### src/rtl/calc_pkg.sv
// Shared types and constants for the calculator operation sequencer.
package calc_pkg;

    localparam int CALC_N = 8;

    typedef enum logic [1:0] {
        OP_ADD = 2'd0,
        OP_SUB = 2'd1,
        OP_MUL = 2'd2,
        OP_DIV = 2'd3
    } op_e;

    typedef enum logic [1:0] {
        S_IDLE,
        S_EXEC,
        S_FIN
    } state_e;

endpackage

### src/rtl/muldiv_iter.sv
// Bit-serial multiply (shift-add) and restoring divide datapath with its iteration counter.
// hi/lo form one 2N-bit accumulator: product high/low for MUL, partial remainder/quotient for DIV.
module muldiv_iter
    import calc_pkg::*;
#(
    parameter int N = CALC_N
) (
    input  logic         clk,
    input  logic         rst,
    input  logic         load_i,
    input  logic         step_i,
    input  logic         div_i,
    input  logic [N-1:0] a_i,
    input  logic [N-1:0] b_i,
    output logic         last_o,
    output logic [N-1:0] hi_nxt_o,
    output logic [N-1:0] lo_nxt_o
);

    localparam int CW = $clog2(N);

    logic [CW-1:0] cnt_q;
    logic [N-1:0]  hi_q, lo_q;
    logic [N-1:0]  hi_d, lo_d;
    logic [N:0]    madd, shifted, trial;

    always_comb begin
        madd    = {1'b0, hi_q} + (lo_q[0] ? {1'b0, b_i} : '0);
        shifted = {hi_q, lo_q[N-1]};
        trial   = shifted - {1'b0, b_i};
        hi_d    = madd[N:1];
        lo_d    = {madd[0], lo_q[N-1:1]};
        if (div_i) begin
            // Restoring step: keep the subtraction only when it does not go negative.
            if (shifted >= {1'b0, b_i}) begin
                hi_d = trial[N-1:0];
                lo_d = {lo_q[N-2:0], 1'b1};
            end else begin
                hi_d = shifted[N-1:0];
                lo_d = {lo_q[N-2:0], 1'b0};
            end
        end
    end

    assign last_o   = (cnt_q == '0);
    assign hi_nxt_o = hi_d;
    assign lo_nxt_o = lo_d;

    always_ff @(posedge clk) begin
        if (rst) begin
            cnt_q <= '0;
        end else if (load_i) begin
            cnt_q <= CW'(N - 1);
        end else if (step_i && (cnt_q != '0)) begin
            cnt_q <= cnt_q - 1'b1;
        end
    end

    always_ff @(posedge clk) begin
        if (load_i) begin
            hi_q <= '0;
            lo_q <= a_i;
        end else if (step_i) begin
            hi_q <= hi_d;
            lo_q <= lo_d;
        end
    end

endmodule

### src/rtl/calc_op_sequencer.sv
// Multi-cycle add/sub/mul/div sequencer with a single DONE/RES_CE strobe per operation.
// Define CALC_REMAINDER_EN to expose the division remainder on REM.
module calc_op_sequencer
    import calc_pkg::*;
#(
    parameter int N = CALC_N
) (
    input  logic         CLK,
    input  logic         CLR,
    input  logic         START,
    input  logic [1:0]   OP,
    input  logic [N-1:0] A,
    input  logic [N-1:0] B,
    output logic         BUSY,
    output logic         DONE,
    output logic         RES_CE,
    output logic [N-1:0] RESULT,
`ifdef CALC_REMAINDER_EN
    output logic [N-1:0] REM,
`endif
    output logic         OVF,
    output logic         DIVZ
);

    state_e       state_q, state_d;
    op_e          op_q;
    logic [N-1:0] a_q, b_q;
    logic         load, step, fin_en, last, divz_case;
    logic [N-1:0] hi_nxt, lo_nxt;
    logic [N:0]   sum, diff;
    logic [N-1:0] res_q, res_d;
    logic         ovf_q, ovf_d, divz_q, divz_d, done_q;
`ifdef CALC_REMAINDER_EN
    logic [N-1:0] rem_q, rem_d;
`endif

    muldiv_iter #(.N(N)) u_iter (
        .clk      (CLK),
        .rst      (CLR),
        .load_i   (load),
        .step_i   (step),
        .div_i    (op_q == OP_DIV),
        .a_i      (A),
        .b_i      (b_q),
        .last_o   (last),
        .hi_nxt_o (hi_nxt),
        .lo_nxt_o (lo_nxt)
    );

    assign divz_case = (op_q == OP_DIV) && (b_q == '0);

    always_comb begin
        state_d = state_q;
        load    = 1'b0;
        step    = 1'b0;
        case (state_q)
            S_IDLE: begin
                if (START) begin
                    load    = 1'b1;
                    state_d = S_EXEC;
                end
            end
            S_EXEC: begin
                if (op_q == OP_ADD || op_q == OP_SUB || divz_case) begin
                    state_d = S_FIN;
                end else begin
                    step = 1'b1;
                    if (last) state_d = S_FIN;
                end
            end
            default: state_d = S_IDLE;
        endcase
        fin_en = (state_q == S_EXEC) && (state_d == S_FIN);
    end

    // Completion values; for MUL/DIV they come from the final iteration step.
    always_comb begin
        sum    = {1'b0, a_q} + {1'b0, b_q};
        diff   = {1'b0, a_q} - {1'b0, b_q};
        res_d  = lo_nxt;
        ovf_d  = 1'b0;
        divz_d = 1'b0;
`ifdef CALC_REMAINDER_EN
        rem_d  = '0;
`endif
        case (op_q)
            OP_ADD: begin
                res_d = sum[N-1:0];
                ovf_d = sum[N];
            end
            OP_SUB: begin
                res_d = diff[N-1:0];
                ovf_d = diff[N];
            end
            OP_MUL: ovf_d = |hi_nxt;
            default: begin
                if (divz_case) begin
                    res_d  = '1;
                    divz_d = 1'b1;
`ifdef CALC_REMAINDER_EN
                    rem_d  = a_q;
`endif
                end else begin
`ifdef CALC_REMAINDER_EN
                    rem_d  = hi_nxt;
`endif
                end
            end
        endcase
    end

    always_ff @(posedge CLK) begin
        if (CLR) begin
            state_q <= S_IDLE;
            done_q  <= 1'b0;
            res_q   <= '0;
            ovf_q   <= 1'b0;
            divz_q  <= 1'b0;
`ifdef CALC_REMAINDER_EN
            rem_q   <= '0;
`endif
        end else begin
            state_q <= state_d;
            done_q  <= fin_en;
            if (fin_en) begin
                res_q  <= res_d;
                ovf_q  <= ovf_d;
                divz_q <= divz_d;
`ifdef CALC_REMAINDER_EN
                rem_q  <= rem_d;
`endif
            end
        end
    end

    always_ff @(posedge CLK) begin
        if (load) begin
            a_q  <= A;
            b_q  <= B;
            op_q <= op_e'(OP);
        end
    end

    assign BUSY   = (state_q == S_EXEC);
    assign DONE   = done_q;
    assign RES_CE = done_q;
    assign RESULT = res_q;
    assign OVF    = ovf_q;
    assign DIVZ   = divz_q;
`ifdef CALC_REMAINDER_EN
    assign REM    = rem_q;
`endif

endmodule

### config.mk
export PLATFORM = sky130hd
export DESIGN_NAME = calc_op_sequencer
export DESIGN_NICKNAME = d
export VERILOG_FILES = /design/src/rtl/calc_pkg.sv /design/src/rtl/muldiv_iter.sv /design/src/rtl/calc_op_sequencer.sv
export SDC_FILE = /design/constraint.sdc
export NUM_CORES = 1
export LEC_CHECK = 0
export ABC_CLOCK_PERIOD_IN_PS = 3300
export CORE_MARGIN = 5
export CORE_UTILIZATION = 55
export CTS_CLUSTER_DIAMETER = 200
export DETAILED_ROUTE_END_ITERATION = 10
export PLACE_DENSITY_LB_ADDON = 0.2
export RECOVER_POWER = 25
export SKIP_LAST_GASP = 1
export SLEW_MARGIN = 0
export SYNTH_ARGS = -nofsm -noshare
export SYNTH_HDL_FRONTEND = slang
export SYNTH_SLANG_ARGS = --single-unit
### constraint.sdc
create_clock -name CLK -period 3.3 [get_ports CLK]
set_input_delay 0.825 -clock CLK [delete_from_list [all_inputs] [get_ports CLK]]
set_output_delay 0.825 -clock CLK [all_outputs]
set_load 0.05 [all_outputs]
==> results of run 1 <==
## cell usage in the layout (no fill, tap or decap), drive strengths merged, types with 2 or more instances in the layout
master and count:
nor2 35, ha 34, nand2 32, a21oi 29, o21ai 27, edfxtp 26
inv 25, dfxtp 24, dlygate4sd3 19, nand3 17, xnor2 14, clkdlybuf4s50 14
and2 11, a31oi 10, nor3 9, a211oi 8, a21o 7, o21bai 7
o211ai 6, clkbuf 6, nor2b 5, or3 5, mux2i 5, nand2b 5
xor2 4, fa 4, a31o 4, and3 3, a311oi 3, buf 3
o21a 3, nor4 3, o31ai 2, a221oi 2, a2111oi 2
## where the power goes
group / switching [mW] / internal, mW
clock network: 0.240 / 0.159
registers: 0.0689 / 0.725
logic: 0.389 / 0.268
## per-layer routing
layer | share of wire | track usage | wire [µm]
met4 | 0.028 | 0.0668 | 260
met3 | 0.081 | 0.0345 | 758
met5 | 0 | 0 | 0
met2 | 0.47 | 0.378 | 4380
met1 | 0.42 | 0.304 | 3970
## layout make-up
cell class | count | area, µm²
Multi-Input combinational cell | 309 | 2280
Clock buffer | 5 | 68.8
Clock inverter | 3 | 28.8
Timing Repair Buffer | 37 | 357
Fill cell | 592 | 2500
Tap cell | 80 | 100
Sequential cell | 50 | 1260
Inverter | 23 | 86.3
## worst register-to-register path, cell delays in order, from the launching register on
cell,delay [ps]
edfxtp_1,520
and2_1,190
ha_1,200
fa_1,430
a211oi_2,200
o21bai_1,100
a21o_1,210
a2111oi_2,350
nor2_1,110
a31o_1,190
a21oi_1,110
o21ai_1,70
## stage by stage
stage               cell area [µm²]  utilization
floorplan                      3720            -
global placement               4090        0.612
detailed placement             4090        0.612
CTS                            4190        0.627
global route                   4180        0.626
finish                         4180        0.626
## worst paths after layout
path	to	cells after the start	start
setup / recovery	u_iter.lo_q[2]	4	START
hold / removal	state_q[0]	1	state_q[1]
setup reg to reg	u_iter.hi_q[7]	11	u_iter.lo_q[0]
hold reg to reg	state_q[0]	1	state_q[1]
## cell usage after synthesis (8+ instances only)
cell / count
nor3_1: 9
ha_1: 34
a21oi_1: 28
a31oi_1: 8
and2_1: 9
nand2_1: 31
xnor2_1: 14
o21ai_0: 23
edfxtp_1: 26
inv_1: 23
dfxtp_1: 24
nor2_1: 31
nand3_1: 17
## cells by family (layout without fill, tap and decap cells)
kind of cell,count (synthesis),in the layout
xor gates and xnor gates,18,18
and+or+nand+nor,130,130
AOI/OAI and AO/OA,116,116
buffers and inverters,38,68
DFF,50,50
adders and majority gates,38,38
muxes,7,7
## sequential cells by signal, summed over array words and instances, names as in the netlist
name          cells
OVF               1
u_iter.lo_q       8
DIVZ              1
u_iter.cnt_q      3
DONE              1
a_q               8
op_q              2
RESULT            8
b_q               8
state_q           2
u_iter.hi_q       8
==> flow_summary.json, run 1 <==
{
  "status": "finished, final reports clean",
  "drive_gt1_frac": 0.0913,
  "avgSynthCellArea_um2": 9.37,
  "synth_top_family_by_area": "compound AO/OA/AOI/OAI gates",
  "crit_buf_inv": 2,
  "yosysSeqAreaShare": 0.339,
  "antenna-diode-count": 0,
  "holdWs_ps": 454,
  "cp_max_fo": 27,
  "cap_violations": 0,
  "wl_per_cell_um": 18.5,
  "gr-usage-all-layers": 0.227,
  "ctsLongestPathBuffers": 2,
  "finalSetupViolCount": 0,
  "startpoint_type": "input port",
  "die_area_um2": 8510,
  "firstDrtPassIters": 4,
  "syn_inst": 397,
  "max-slew-margin-rel": 0.179,
  "slowest_stage": "clkbuf_1",
  "cp-end-kind": "register",
  "ys_types": 69,
  "grt_pass1_vias": 2914,
  "r2r_slack_ps": 500,
  "place_ws_ps": 529,
  "die_y_um": 92.2,
  "finalPower_mw": 1.85,
  "synthTopCellsByArea": "edfxtp_1 21%, dfxtp_1 13%, ha_1 11%",
  "grt_pass1_wl_um": 15000,
  "num_rows": 30,
  "rsz0062_at_grt": "no",
  "synth_xor_xnor_area_share": 0.0424,
  "post_cts_resize_count": 0,
  "ys_ff_latch": 50,
  "critPathKind": "in2reg",
  "clk_pin_slew_ps": 110,
  "hpwl_um": 7320,
  "ir_drop_mv": 0.228,
  "finalCritPeriodShare": 0.895,
  "core_area_um2": 6680,
  "yosysWarnings": 0,
  "dp.cells": 499,
  "totalWireLength_um": 9360,
  "drt_iter0_markers": 235,
  "pin_count": 34,
  "synth_top_area_cell": "edfxtp_1",
  "areaGrowthSynthToFinish_pct": 12.4,
  "post_synth_fa_ha_maj_area_fraction": 0.136,
  "synthSimpleGateAreaFrac": 0.191,
  "worst_slew_pin_slew_ps": 1230,
  "synthesis.area_um2": 3720,
  "vias": 3065,
  "clk_latency_ps": 320,
  "power_density_nw_per_um2": 442,
  "synth_edf_count": 26,
  "synth-compound-area-share": 0.221,
  "synthMuxAreaShare": 0.0225,
  "synth_top_cell_area_share": 0.210,
  "cts-buffers-inserted": 5,
  "worst_path_largest_cell_delay_ps": 900,
  "maxSlewViolCount": 0,
  "num-nets-final": 485,
  "chipWidth_um": 92.2,
  "antenna_found_initial": 0,
  "hp-class": "reg2reg",
  "setup-tns-final_ps": 0,
  "required_ps": 3240,
  "cts_tree": "done",
  "grt_overflow": 0,
  "timing.fmax_mhz": 339,
  "vias_per_cell": 6.05,
  "synthArstFlopShare": 0,
  "worst_slack_ps": 348,
  "worstPathArrival_ps": 2890,
  "leakagePower_nw": 1.70,
  "initial_core_util": 0.557,
  "ys.flop_type": "edfxtp_1",
  "grt_max_degree": 28,
  "syn-num-nets": 456,
  "cts_hold_buf": 0,
  "cp_common_cell": "nand2_1",
  "port_buffers": 33,
  "ant_nets": 0,
  "cts_root_buf": "clkbuf_8",
  "finClkSkew_ps": 11.1,
  "drc": 0,
  "stdcell_count": 507,
  "fin_crit_ps": 2950,
  "worstPathCellList": "dlygate4sd3_1, nand2_1, clkbuf_1, nand2_1",
  "crit_family": "buffers and inverters",
  "cts_sinks": 50,
  "hold_viol_final": 0,
  "htreeDepth": 2,
  "gp_congestion": 0.961,
  "post-cts-setup-buffer-count": 0
}
(Power assumes the default switching activity.)
==> inputs of run 2 (changes only) <==
- TNS_END_PERCENT: not set -> 100
==> results of run 2 <==
Final layout, timing and power as in run 1 (identical DEF).
==> inputs of run 3 (changes only) <==
- REMOVE_ABC_BUFFERS: not set -> 1
==> flow_summary.json, run 3 (synthesis results as in run 1) <==
{
  "status": "finished, final reports clean",
  "cts_tree": "done",
  "htreeDepth": 2,
  "vias": 3033,
  "gp_congestion": 0.880,
  "finalSetupViolCount": 0,
  "clk_latency_ps": 320,
  "grt_max_degree": 24,
  "required_ps": 2470,
  "hpwl_um": 7260,
  "grt_pass1_wl_um": 15500,
  "critPathKind": "reg2out",
  "ctsLongestPathBuffers": 2,
  "num-nets-final": 487,
  "finClkSkew_ps": 14.1,
  "ir_drop_mv": 0.234,
  "port_buffers": 33,
  "cp_max_fo": 7,
  "worstPathCellList": "nand2b_1, inv_1, clkdlybuf4s50_1",
  "cts_hold_buf": 0,
  "firstDrtPassIters": 4,
  "num_rows": 30,
  "multiInputGateArea_um2": 2280,
  "initial_core_util": 0.557,
  "max-slew-margin-rel": 0.163,
  "maxSlewViolCount": 0,
  "cap_violations": 0,
  "antenna_found_initial": 0,
  "ant_nets": 0,
  "rsz0062_at_grt": "no",
  "fin_crit_ps": 2880,
  "vias_per_cell": 5.96,
  "post-route-util": 0.628,
  "crit_family": "buffers and inverters",
  "worst_slew_pin_slew_ps": 1250,
  "startpoint_type": "register",
  "regArea_um2": 1260,
  "leakagePower_nw": 1.71,
  "wl_per_cell_um": 18.3,
  "cts-buffers-inserted": 5,
  "hold_viol_final": 0,
  "grt_pass1_vias": 3051,
  "power_density_nw_per_um2": 439,
  "final_common_cell": "ha_1",
  "chipWidth_um": 92.2,
  "totalWireLength_um": 9330,
  "gr-usage-all-layers": 0.232,
  "crit_buf_inv": 2,
  "timing.fmax_mhz": 347,
  "n_fill_cell": 590,
  "stdcell_count": 509,
  "die_area_um2": 8510,
  "cts_root_buf": "clkbuf_8",
  "drt_iter0_markers": 231,
  "final_cell_mix": "34 x ha_1, 31 x nor2_1, 31 x nand2_1, 28 x a21oi_1, 26 x edfxtp_1",
  "die_y_um": 92.2,
  "core_area_um2": 6680,
  "setup-tns-final_ps": 0,
  "finalCritPeriodShare": 0.873,
  "cts_sinks": 50,
  "areaGrowthSynthToFinish_pct": 12.8,
  "worst_path_largest_cell_delay_ps": 870,
  "cp-end-kind": "primary output",
  "grt_overflow": 0,
  "dp.cells": 501,
  "slowest_stage": "clkdlybuf4s50_1",
  "drive_gt1_frac": 0.0956,
  "clk_pin_slew_ps": 100,
  "hp-class": "reg2reg",
  "post_cts_resize_count": 0,
  "r2r_slack_ps": 500,
  "pin_count": 34,
  "post-cts-setup-buffer-count": 0,
  "worstPathArrival_ps": 2060,
  "antenna-diode-count": 0,
  "drc": 0
}
==> run 3: changes by cell type in the layout (fill, tap and decap cells not counted), sizes merged <==
| cell | delta |
|---|---|
| buf | +2 |
==> run 3: through the flow <==
step | worst slack [ps] | power (mW) | area (µm²) | hold slack, ps
2_1_floorplan | 719 | 1.26 | 3630 | 409
3_5_place_dp | 537 | 1.46 | 4100 | 434
6_report | 420 | 1.84 | 4200 | 448
3_3_place_gp | 581 | 1.44 | 4100 | 429
4_1_cts | 429 | 1.85 | 4200 | 450
5_1_grt | 238 | 1.95 | 4200 | 483
==> run 3: worst paths after layout <==
path	cells after the start	startpoint	to
max	3	state_q[1]	BUSY
min	1	state_q[1]	state_q[0]
max reg2reg	11	u_iter.lo_q[0]	u_iter.hi_q[7]
min reg2reg	1	state_q[1]	state_q[0]
==> run 3: layout make-up <==
cell class | count | area share
timing repair buffer | 39 | 0.0886
inverter | 23 | 0.0206
clock buffer | 5 | 0.0164
tap | 80 | 0.0239
clock inverter | 3 | 0.00626
sequential | 50 | 0.301
multi-input combinational | 309 | 0.544
==> run 3: power breakdown <==
group,internal (mW),switching [mW]
sequential,0.724,0.0649
combinational,0.271,0.386
clock,0.157,0.239
total,1.15,0.690
==> run 3: routing by layer <==
metal,share of wire,vias up,GRT usage
met1,0.45,1431,0.299
met4,0.018,0,0.0743
li1,-,1514,-
met5,0,-,0
met2,0.48,74,0.396
met3,0.052,14,0.0394
==> run 3: worst register-to-register path, stage by stage, from the launching register on <==
cell	delay, ps
edfxtp_1	500
and2_1	190
ha_1	200
fa_1	430
a211oi_2	200
o21bai_1	90
a21o_1	210
a2111oi_2	360
nor2_1	130
a31o_1	200
a21oi_1	120
o21ai_1	60
